File: src/rtl/i2c_pkg.sv
// rtl/i2c_pkg.sv - shared I2C target/master definitions
//
// Purpose: FSM state encoding, ACK/NACK bus levels and the bit positions of the
// 7-bit address and R/W flag inside the address byte.
// Ports: none (package).
package i2c_pkg;

  typedef enum logic [3:0] {
    IDLE,
    ADDR,
    ADDR_ACK,
    PTR,
    PTR_ACK,
    WDATA,
    WDATA_ACK,
    RDATA,
    RDATA_ACK,
    IGNORE
  } i2c_state_t;

  localparam logic ACK  = 1'b0;
  localparam logic NACK = 1'b1;

  localparam int ADDR_MSB = 7;
  localparam int ADDR_LSB = 1;
  localparam int RW_BIT   = 0;

  localparam logic RW_WRITE = 1'b0;
  localparam logic RW_READ  = 1'b1;

endpackage

File: src/rtl/i2c_slave_regbank_if.sv
// rtl/i2c_slave_regbank_if.sv - shared SDA/SCL bus bundle
//
// Purpose: groups the I2C pin-level signals of one target.
// Signals: scl (bus clock), sda (resolved bus data), sda_out (value driven while
// sda_oe=1), sda_oe (SDA drive enable).
// Modports: master (drives scl/sda, observes target drive), slave (the target).
interface i2c_slave_regbank_if;
  logic scl;
  logic sda;
  logic sda_out;
  logic sda_oe;

  modport master (output scl, output sda, input sda_out, input sda_oe);
  modport slave  (input scl, input sda, output sda_out, output sda_oe);
endinterface

File: src/rtl/i2c_bus_sync.sv
// rtl/i2c_bus_sync.sv - SCL/SDA synchroniser, optional glitch filter, edge and START/STOP detect
//
// Purpose: brings the asynchronous bus pins into the clk domain and flags
// SCL edges plus START (SDA falls, SCL high) and STOP (SDA rises, SCL high).
// Optional macro I2C_GLITCH_FILTER_EN: 3-sample majority filter behind the
// synchroniser, rejecting pulses of 1 clk and adding 1 clk of latency.
// Ports:
//   clk, reset        system clock, async active-low reset
//   scl_pin, sda_pin  raw bus inputs
//   sda               conditioned SDA level
//   scl_rise/scl_fall one-cycle SCL edge strobes
//   start_det/stop_det one-cycle bus condition strobes
module i2c_bus_sync #(
  parameter int SYNC_STAGES = 2
) (
  input  logic clk,
  input  logic reset,
  input  logic scl_pin,
  input  logic sda_pin,
  output logic sda,
  output logic scl_rise,
  output logic scl_fall,
  output logic start_det,
  output logic stop_det
);

  logic [SYNC_STAGES-1:0] scl_sync;
  logic [SYNC_STAGES-1:0] sda_sync;
  logic scl_f;
  logic sda_f;
  logic scl_prev;
  logic sda_prev;

  // Reset to the idle bus level so leaving reset never looks like an edge.
  always_ff @(posedge clk or negedge reset) begin
    if (!reset) begin
      scl_sync <= '1;
      sda_sync <= '1;
    end else begin
      scl_sync <= {scl_sync[SYNC_STAGES-2:0], scl_pin};
      sda_sync <= {sda_sync[SYNC_STAGES-2:0], sda_pin};
    end
  end

`ifdef I2C_GLITCH_FILTER_EN
  logic [1:0] scl_hist;
  logic [1:0] sda_hist;

  function automatic logic maj3(input logic a, input logic b, input logic c);
    return (a & b) | (a & c) | (b & c);
  endfunction

  always_ff @(posedge clk or negedge reset) begin
    if (!reset) begin
      scl_hist <= 2'b11;
      sda_hist <= 2'b11;
    end else begin
      scl_hist <= {scl_hist[0], scl_sync[SYNC_STAGES-1]};
      sda_hist <= {sda_hist[0], sda_sync[SYNC_STAGES-1]};
    end
  end

  assign scl_f = maj3(scl_sync[SYNC_STAGES-1], scl_hist[0], scl_hist[1]);
  assign sda_f = maj3(sda_sync[SYNC_STAGES-1], sda_hist[0], sda_hist[1]);
`else
  assign scl_f = scl_sync[SYNC_STAGES-1];
  assign sda_f = sda_sync[SYNC_STAGES-1];
`endif

  always_ff @(posedge clk or negedge reset) begin
    if (!reset) begin
      scl_prev <= 1'b1;
      sda_prev <= 1'b1;
    end else begin
      scl_prev <= scl_f;
      sda_prev <= sda_f;
    end
  end

  assign sda       = sda_f;
  assign scl_rise  = scl_f & ~scl_prev;
  assign scl_fall  = ~scl_f & scl_prev;
  // SCL must be high in both samples so an SDA change coinciding with an
  // SCL fall is never mistaken for a bus condition.
  assign start_det = scl_f & scl_prev & sda_prev & ~sda_f;
  assign stop_det  = scl_f & scl_prev & ~sda_prev & sda_f;

endmodule

File: src/rtl/i2c_slave_regbank.sv
// rtl/i2c_slave_regbank.sv - I2C target with auto-incrementing register bank
//
// Purpose: byte-addressed bank of REG_DEPTH registers reachable over I2C;
// first write byte loads the pointer, later bytes write and auto-increment,
// reads stream from the pointer. Pointer persists across transactions.
// Optional macro I2C_GLITCH_FILTER_EN (see i2c_bus_sync).
// Ports:
//   clk, reset         system clock, async active-low reset
//   bus                SDA/SCL bundle (slave modport)
//   slave_addr         7-bit target address, static
//   busy               addressed and active until STOP/NACK/other START
//   wr_valid           one-cycle pulse per committed write
//   wr_addr, wr_data   last written register and byte
//   rd_addr, rd_data   local read port, one-cycle latency
module i2c_slave_regbank
  import i2c_pkg::*;
#(
  parameter int REG_DEPTH   = 16,
  parameter int PTR_W       = $clog2(REG_DEPTH),
  parameter int SYNC_STAGES = 2
) (
  input  logic              clk,
  input  logic              reset,
  i2c_slave_regbank_if.slave bus,
  input  logic [6:0]        slave_addr,
  output logic              busy,
  output logic              wr_valid,
  output logic [PTR_W-1:0]  wr_addr,
  output logic [7:0]        wr_data,
  input  logic [PTR_W-1:0]  rd_addr,
  output logic [7:0]        rd_data
);

  logic sda_s;
  logic scl_rise;
  logic scl_fall;
  logic start_det;
  logic stop_det;

  i2c_bus_sync #(.SYNC_STAGES(SYNC_STAGES)) u_sync (
    .clk       (clk),
    .reset     (reset),
    .scl_pin   (bus.scl),
    .sda_pin   (bus.sda),
    .sda       (sda_s),
    .scl_rise  (scl_rise),
    .scl_fall  (scl_fall),
    .start_det (start_det),
    .stop_det  (stop_det)
  );

  i2c_state_t       state_q, state_d;
  logic [3:0]       bitcnt_q, bitcnt_d;
  logic [7:0]       shreg_q, shreg_d;
  logic [7:0]       txreg_q, txreg_d;
  logic [PTR_W-1:0] ptr_q, ptr_d;
  logic             oe_q, oe_d;
  logic             out_q, out_d;
  logic             busy_q, busy_d;
  logic             wr_pend_q, wr_pend_d;

  logic [7:0] bank [REG_DEPTH];
  logic [7:0] cur_byte;

  assign cur_byte = bank[ptr_q];

  function automatic logic [PTR_W-1:0] ptr_next(input logic [PTR_W-1:0] p);
    return (p == PTR_W'(REG_DEPTH - 1)) ? '0 : p + PTR_W'(1);
  endfunction

  always_ff @(posedge clk or negedge reset) begin
    if (!reset) begin
      state_q   <= IDLE;
      bitcnt_q  <= '0;
      shreg_q   <= '0;
      txreg_q   <= '0;
      ptr_q     <= '0;
      oe_q      <= 1'b0;
      out_q     <= 1'b1;
      busy_q    <= 1'b0;
      wr_pend_q <= 1'b0;
    end else begin
      state_q   <= state_d;
      bitcnt_q  <= bitcnt_d;
      shreg_q   <= shreg_d;
      txreg_q   <= txreg_d;
      ptr_q     <= ptr_d;
      oe_q      <= oe_d;
      out_q     <= out_d;
      busy_q    <= busy_d;
      wr_pend_q <= wr_pend_d;
    end
  end

  // Drive changes are only made on scl_fall strobes, so SDA never moves
  // while SCL is high. bitcnt==8 marks "byte received, waiting for the fall
  // that opens the ACK slot".
  always_comb begin
    state_d   = state_q;
    bitcnt_d  = bitcnt_q;
    shreg_d   = shreg_q;
    txreg_d   = txreg_q;
    ptr_d     = ptr_q;
    oe_d      = oe_q;
    out_d     = out_q;
    busy_d    = busy_q;
    wr_pend_d = 1'b0;

    // The write commit of the previous cycle advances the pointer.
    if (wr_pend_q) ptr_d = ptr_next(ptr_q);

    if (stop_det) begin
      state_d = IDLE;
      oe_d    = 1'b0;
      out_d   = 1'b1;
      busy_d  = 1'b0;
    end else if (start_det) begin
      state_d  = ADDR;
      bitcnt_d = '0;
      oe_d     = 1'b0;
      out_d    = 1'b1;
    end else begin
      case (state_q)
        ADDR, PTR, WDATA: begin
          if (scl_rise && bitcnt_q != 4'd8) begin
            shreg_d  = {shreg_q[6:0], sda_s};
            bitcnt_d = bitcnt_q + 4'd1;
            if (state_q == WDATA && bitcnt_q == 4'd7) wr_pend_d = 1'b1;
          end else if (scl_fall && bitcnt_q == 4'd8) begin
            bitcnt_d = '0;
            if (state_q == ADDR) begin
              if (shreg_q[ADDR_MSB:ADDR_LSB] == slave_addr) begin
                state_d = ADDR_ACK;
                oe_d    = 1'b1;
                out_d   = ACK;
                busy_d  = 1'b1;
              end else begin
                state_d = IGNORE;
                busy_d  = 1'b0;
              end
            end else if (state_q == PTR) begin
              if ({1'b0, shreg_q} < 9'(REG_DEPTH)) begin
                state_d = PTR_ACK;
                ptr_d   = shreg_q[PTR_W-1:0];
                oe_d    = 1'b1;
                out_d   = ACK;
              end else begin
                state_d = IGNORE;
                busy_d  = 1'b0;
              end
            end else begin
              state_d = WDATA_ACK;
              oe_d    = 1'b1;
              out_d   = ACK;
            end
          end
        end

        ADDR_ACK: begin
          if (scl_fall) begin
            bitcnt_d = '0;
            if (shreg_q[RW_BIT] == RW_WRITE) begin
              state_d = PTR;
              oe_d    = 1'b0;
              out_d   = 1'b1;
            end else begin
              state_d = RDATA;
              txreg_d = {cur_byte[6:0], 1'b0};
              out_d   = cur_byte[7];
              ptr_d   = ptr_next(ptr_q);
            end
          end
        end

        PTR_ACK, WDATA_ACK: begin
          if (scl_fall) begin
            state_d  = WDATA;
            bitcnt_d = '0;
            oe_d     = 1'b0;
            out_d    = 1'b1;
          end
        end

        RDATA: begin
          if (scl_fall) begin
            if (bitcnt_q == 4'd7) begin
              state_d  = RDATA_ACK;
              bitcnt_d = '0;
              oe_d     = 1'b0;
              out_d    = 1'b1;
            end else begin
              out_d    = txreg_q[7];
              txreg_d  = {txreg_q[6:0], 1'b0};
              bitcnt_d = bitcnt_q + 4'd1;
            end
          end
        end

        // bitcnt==1 records a master ACK seen on the rising edge.
        RDATA_ACK: begin
          if (scl_rise) begin
            if (sda_s == NACK) begin
              state_d = IGNORE;
              busy_d  = 1'b0;
            end else begin
              bitcnt_d = 4'd1;
            end
          end else if (scl_fall && bitcnt_q == 4'd1) begin
            state_d  = RDATA;
            bitcnt_d = '0;
            txreg_d  = {cur_byte[6:0], 1'b0};
            oe_d     = 1'b1;
            out_d    = cur_byte[7];
            ptr_d    = ptr_next(ptr_q);
          end
        end

        default: ;
      endcase
    end
  end

  // Bank write lands one cycle after the byte is complete; rd_data reads the
  // bank on the same edge so it shows the old value first.
  always_ff @(posedge clk or negedge reset) begin
    if (!reset) begin
      for (int i = 0; i < REG_DEPTH; i++) bank[i] <= 8'h00;
      wr_valid <= 1'b0;
      wr_addr  <= '0;
      wr_data  <= '0;
      rd_data  <= '0;
    end else begin
      wr_valid <= wr_pend_q;
      if (wr_pend_q) begin
        bank[ptr_q] <= shreg_q;
        wr_addr     <= ptr_q;
        wr_data     <= shreg_q;
      end
      rd_data <= bank[rd_addr];
    end
  end

  assign bus.sda_oe  = oe_q;
  assign bus.sda_out = out_q;
  assign busy        = busy_q;

endmodule

File: src/flat_wrapper.sv
// flat-port wrapper written by rule: the top's interface ports become plain ports
module i2c_slave_regbank_flat import i2c_pkg::*;
#(
  parameter int REG_DEPTH   = 16,
  parameter int PTR_W       = $clog2(REG_DEPTH),
  parameter int SYNC_STAGES = 2
)
  (clk, reset, slave_addr, busy, wr_valid, wr_addr, wr_data, rd_addr, rd_data, bus_scl, bus_sda, bus_sda_out, bus_sda_oe);
  i2c_slave_regbank_if bus_i ();
  input  logic clk;
  input  logic reset;
  input  logic [6:0] slave_addr;
  output logic busy;
  output logic wr_valid;
  output logic [PTR_W-1:0] wr_addr;
  output logic [7:0] wr_data;
  input  logic [PTR_W-1:0] rd_addr;
  output logic [7:0] rd_data;
  input wire logic [$bits(bus_i.scl)-1:0] bus_scl;
  input wire logic [$bits(bus_i.sda)-1:0] bus_sda;
  output wire logic [$bits(bus_i.sda_out)-1:0] bus_sda_out;
  output wire logic [$bits(bus_i.sda_oe)-1:0] bus_sda_oe;
  assign bus_i.scl = bus_scl;
  assign bus_i.sda = bus_sda;
  assign bus_sda_out = bus_i.sda_out;
  assign bus_sda_oe = bus_i.sda_oe;
  i2c_slave_regbank #(.REG_DEPTH(REG_DEPTH), .PTR_W(PTR_W), .SYNC_STAGES(SYNC_STAGES)) u_core (.clk(clk), .reset(reset), .bus(bus_i), .slave_addr(slave_addr), .busy(busy), .wr_valid(wr_valid), .wr_addr(wr_addr), .wr_data(wr_data), .rd_addr(rd_addr), .rd_data(rd_data));
endmodule
File: config.mk
export PLATFORM = sky130hd
export DESIGN_NAME = i2c_slave_regbank_flat
export DESIGN_NICKNAME = d
export VERILOG_FILES = /design/src/rtl/i2c_pkg.sv /design/src/rtl/i2c_slave_regbank_if.sv /design/src/rtl/i2c_bus_sync.sv /design/src/rtl/i2c_slave_regbank.sv /design/src/flat_wrapper.sv
export SDC_FILE = /design/constraint.sdc
export NUM_CORES = 1
export LEC_CHECK = 0
export ABC_CLOCK_PERIOD_IN_PS = 4600
export CORE_AREA = 2 2 155 157
export CTS_CLUSTER_DIAMETER = 150
export DETAILED_ROUTE_END_ITERATION = 12
export DIE_AREA = 0 0 157 159
export PLACE_DENSITY = 0.66
export RECOVER_POWER = 25
export SYNTH_ARGS = -nofsm -noshare
export SYNTH_HDL_FRONTEND = slang
export SYNTH_SLANG_ARGS = --single-unit
File: constraint.sdc
create_clock -name clk -period 4.6 [get_ports clk]
set_clock_uncertainty 0.2 [all_clocks]
set_input_delay 0.69 -clock clk [delete_from_list [all_inputs] [get_ports clk]]
set_output_delay 0.69 -clock clk [all_outputs]
set_load 0.01 [all_outputs]
==> run metrics <==
root cell of the clock tree=clkbuf_16; post-synthesis cell type count=69; drc violations=0; Comb power frac=approximately 20%; Starting Density=a little over two fifths; Syn Area/Cell=~14 µm²; drt pass-1 iters=6; largest area contributor in the netlist=dfrtp_1; GRT overflow=0; first-pass GRT wire length=about 40,000 µm; Antenna Nets Post-Route=0; placed insts=about 1,000; initial antenna violation count=0; Setup crit start kind=flip-flop; Final Cycle Share=about 69%; total track usage=roughly a fifth; post-route cell area=roughly 11,000 µm²; Filler cells=around 2,000; failing checks=max-capacitance violations, max-slew violations; Layout Cells excl Fill=1,074; CP max stage cell=dfrtp_2; RSZ-0062 raised after global routing=false; GPL Wtd Cong=between 0.8 and 0.9; Die X=157 µm; core area=23,200 µm²; Vias/cell=between 6 and 7; DR vias=6,604; WL per Instance=around 23 µm; Detailed Route WL=roughly 25,000 µm; H-tree depth=4; Sw Share=between 30 and 40%; post-synth top area share=around 45%; DP Area=roughly 11,000 µm²; Post-CTS Repair Setup Buffers=0; Syn Inst Count=740; register area share after synthesis=between 40% and 50%; Post-synth EDFFs=0; final hold vios=0; Layout area overhead=11.4%; drt initial violations=658; Psw=about 1400 µW; status=finished, violations left; Slew Limit Fails=approximately 100; post-detail-place hpwl=around 16,000 µm; Crit path top cell by count=mux4_2; fraction of layout cells with a size suffix above 1=between 30% and 40%; worst-margin pin slew=approximately 2.6 ns; synthesis-stage register bit count=186; syn_nets=between 700 and 800; cts-stage hold buffer count=0; TritonCTS Sinks=about 190; CP max stage delay=0.98 ns; internal power=2990 µW; WHS=between 0.15 and 0.2 ns; sequential share of power=46.3%; FMAX=~0.32 GHz; synth top area cells=dfrtp_1, mux4_2, mux2_2, nand2_1, dfstp_2; Max Cap Viol=1; Layout Nets=about 770; vias in the first global route=6,846; register area=about 4700 µm²; CTS buffer count=17; IO Pins=39; top_reg_cell synth=dfrtp_1; worst skew pair latency=around 0.44 ns; Final Critical Period=approximately 3.2 ns; Power Density=395 nW/µm²; setup TNS=0 ns; CTS Buffer Depth=2; CP Data Arrival Time=roughly 3.3 ns; num rows=56; yosys warns=0; Multi-input gate area=5060 µm²; die area=about 25,000 µm²; maximum number of pins on one net before global-route repair=a little over 100; PortBufs=38; Slew headroom=-72.8%; Crit Path Max Fanout=30; worst vdd ir=0.233 mV; Crit. End Element=flip-flop; Netlist Area Pre-Place=10,100 µm²; worst endpoint required time=between 4 and 5 ns; Inserted Diodes=0; P_leak=0.00489 µW; Clk pwr share=around a third; final setup vio count=0; critical path class=reg2reg; CP Cell Sequence=buf_4 > mux4_2 > mux4_2 > nand2_1 > o21ai_0 > mux2_2; clk slew on worst S/H paths=~0.070 ns; HP Class=reg2reg; CTS tree=built; ys async rst share=100%; die height=159 µm; PostCTS Resize Cnt=0
[flip-flops by register name, summed over array words and instances (netlist names), 4 cells and up]
register and cells:
u_core.wr_addr 4, u_core.bitcnt_q 4, u_core.wr_data 8, u_core.rd_data 8, u_core.state_q 4, u_core.ptr_q 4
u_core.txreg_q 7, u_core.bank 128, u_core.shreg_q 8
[metal layers]
metal / up-vias / track usage (%) / part of all wire [%]
met3: 59 / 3.89 / 5.7
met4: 0 / 8.01 / 3.1
met2: 256 / 33.3 / 49
met5: - / 0 / 0
met1: 3456 / 29.0 / 43
li1: 2833 / - / -
[cells in the final DEF (no fill, tap or decap), drive strengths merged, types with 3 or more instances in the layout]
| master | synthesis | layout |
|---|---|---|
| dfrtp | 179 | 179 |
| mux2 | 144 | 144 |
| mux4 | 79 | 79 |
| nand2 | 51 | 51 |
| clkdlybuf4s50 | 0 | 34 |
| o21ai | 27 | 27 |
| clkbuf | 39 | 20 |
| nor2 | 15 | 15 |
| inv | 14 | 15 |
| nand3 | 13 | 13 |
| a21oi | 12 | 12 |
| nor2b | 11 | 11 |
| buf | 24 | 10 |
| nand4 | 9 | 9 |
| o22ai | 7 | 7 |
| xor2 | 7 | 7 |
| ha | 7 | 7 |
| dfstp | 7 | 7 |
| o211ai | 6 | 6 |
| clkinv | 0 | 6 |
| nand2b | 5 | 5 |
| nor3b | 5 | 5 |
| o21bai | 5 | 5 |
| a211oi | 5 | 5 |
| nor4 | 5 | 5 |
| and3 | 4 | 4 |
| nand4b | 4 | 4 |
| or4b | 3 | 3 |
| a22oi | 3 | 3 |
| o31ai | 3 | 3 |
| a31oi | 3 | 3 |
| bufinv | 0 | 3 |
| nor4b | 3 | 3 |
[cell usage after synthesis (4+ instances only)]
cell	count
nand3_1	13
o21bai_1	5
o21ai_0	27
nand4b_1	4
nand2b_1	5
ha_1	7
nor3b_1	5
buf_1	5
and3_1	4
mux2_4	4
nand4_1	9
buf_2	15
dfrtp_1	179
a21oi_1	12
nor4_1	4
o22ai_1	7
a211oi_1	5
xor2_1	7
inv_1	14
dfstp_2	7
nand2_1	51
mux2_2	140
nor2_1	15
mux4_2	76
o211ai_1	6
nor2b_1	11
clkbuf_1	39
[final cells by class]
class	count	share of cell area [%]
multi-input cells	477	45.2
flip-flops and latches	186	41.6
clock buffers	19	3.95
repair buffers	47	3.91
well taps	319	3.56
clock inverters	12	1.32
inverters	14	0.469
[worst paths after layout]
kind	to	start	depth (start not counted)	slack [ns]
max reg2reg	u_core.txreg_q[2]	u_core.ptr_q[0]	6	1.43
max in group asynchronous	u_core.ptr_q[0]	reset	1	1.65
min	u_core.u_sync.scl_sync[1]	u_core.u_sync.scl_sync[0]	0	0.16
max	u_core.txreg_q[2]	u_core.ptr_q[0]	6	1.43
min reg2reg	u_core.u_sync.scl_sync[1]	u_core.u_sync.scl_sync[0]	0	0.16
min in group asynchronous	u_core.bank[22]	reset	1	0.84
[kinds of logic (layout without fill, tap and decap cells)]
group                    count (synthesis)  count (layout)  share of synthesized area [%]
AO/OA/AOI/OAI                           92              92                           6.32
XOR/XNOR                                 9               9                          0.784
adder cells (fa/ha/maj)                  7               7                          0.871
buffers and inverters                   77              92                           3.28
flip-flops                             186             186                           46.4
multiplexers                           225             225                           34.2
AND/OR/NAND/NOR                        144             144                           8.12
[through the flow]
stage | util [%] | power (µW) | setup slack [ns]
after global routing | 48.3 | 4620 | 1.09
after CTS | 48.4 | 4440 | 1.40
final | 48.3 | 4430 | 1.43
after detailed placement | 45.8 | 2950 | 1.40
after floorplan | - | 2680 | 2.08
after global placement | 45.8 | 2920 | 1.44
[power by group through the flow]
stage | clock network [µW] | logic (µW) | registers [µW]
floorplan | 0 | 893 | 1780
global placement | 0 | 854 | 2060
detailed placement | 0 | 871 | 2080
CTS | 1510 | 878 | 2040
global route | 1580 | 960 | 2080
finish | 1490 | 884 | 2050
[critical path, delay by kind of cell, from the launching register on]
| family | cells | cell delay (ns) |
|---|---|---|
| compound gates | 1 | 0.10 |
| buf+inv | 1 | 0.39 |
| flops | 1 | 0.98 |
| mux | 3 | 1.29 |
| simple gates | 1 | 0.07 |
Power figures use the tool's default switching activity.
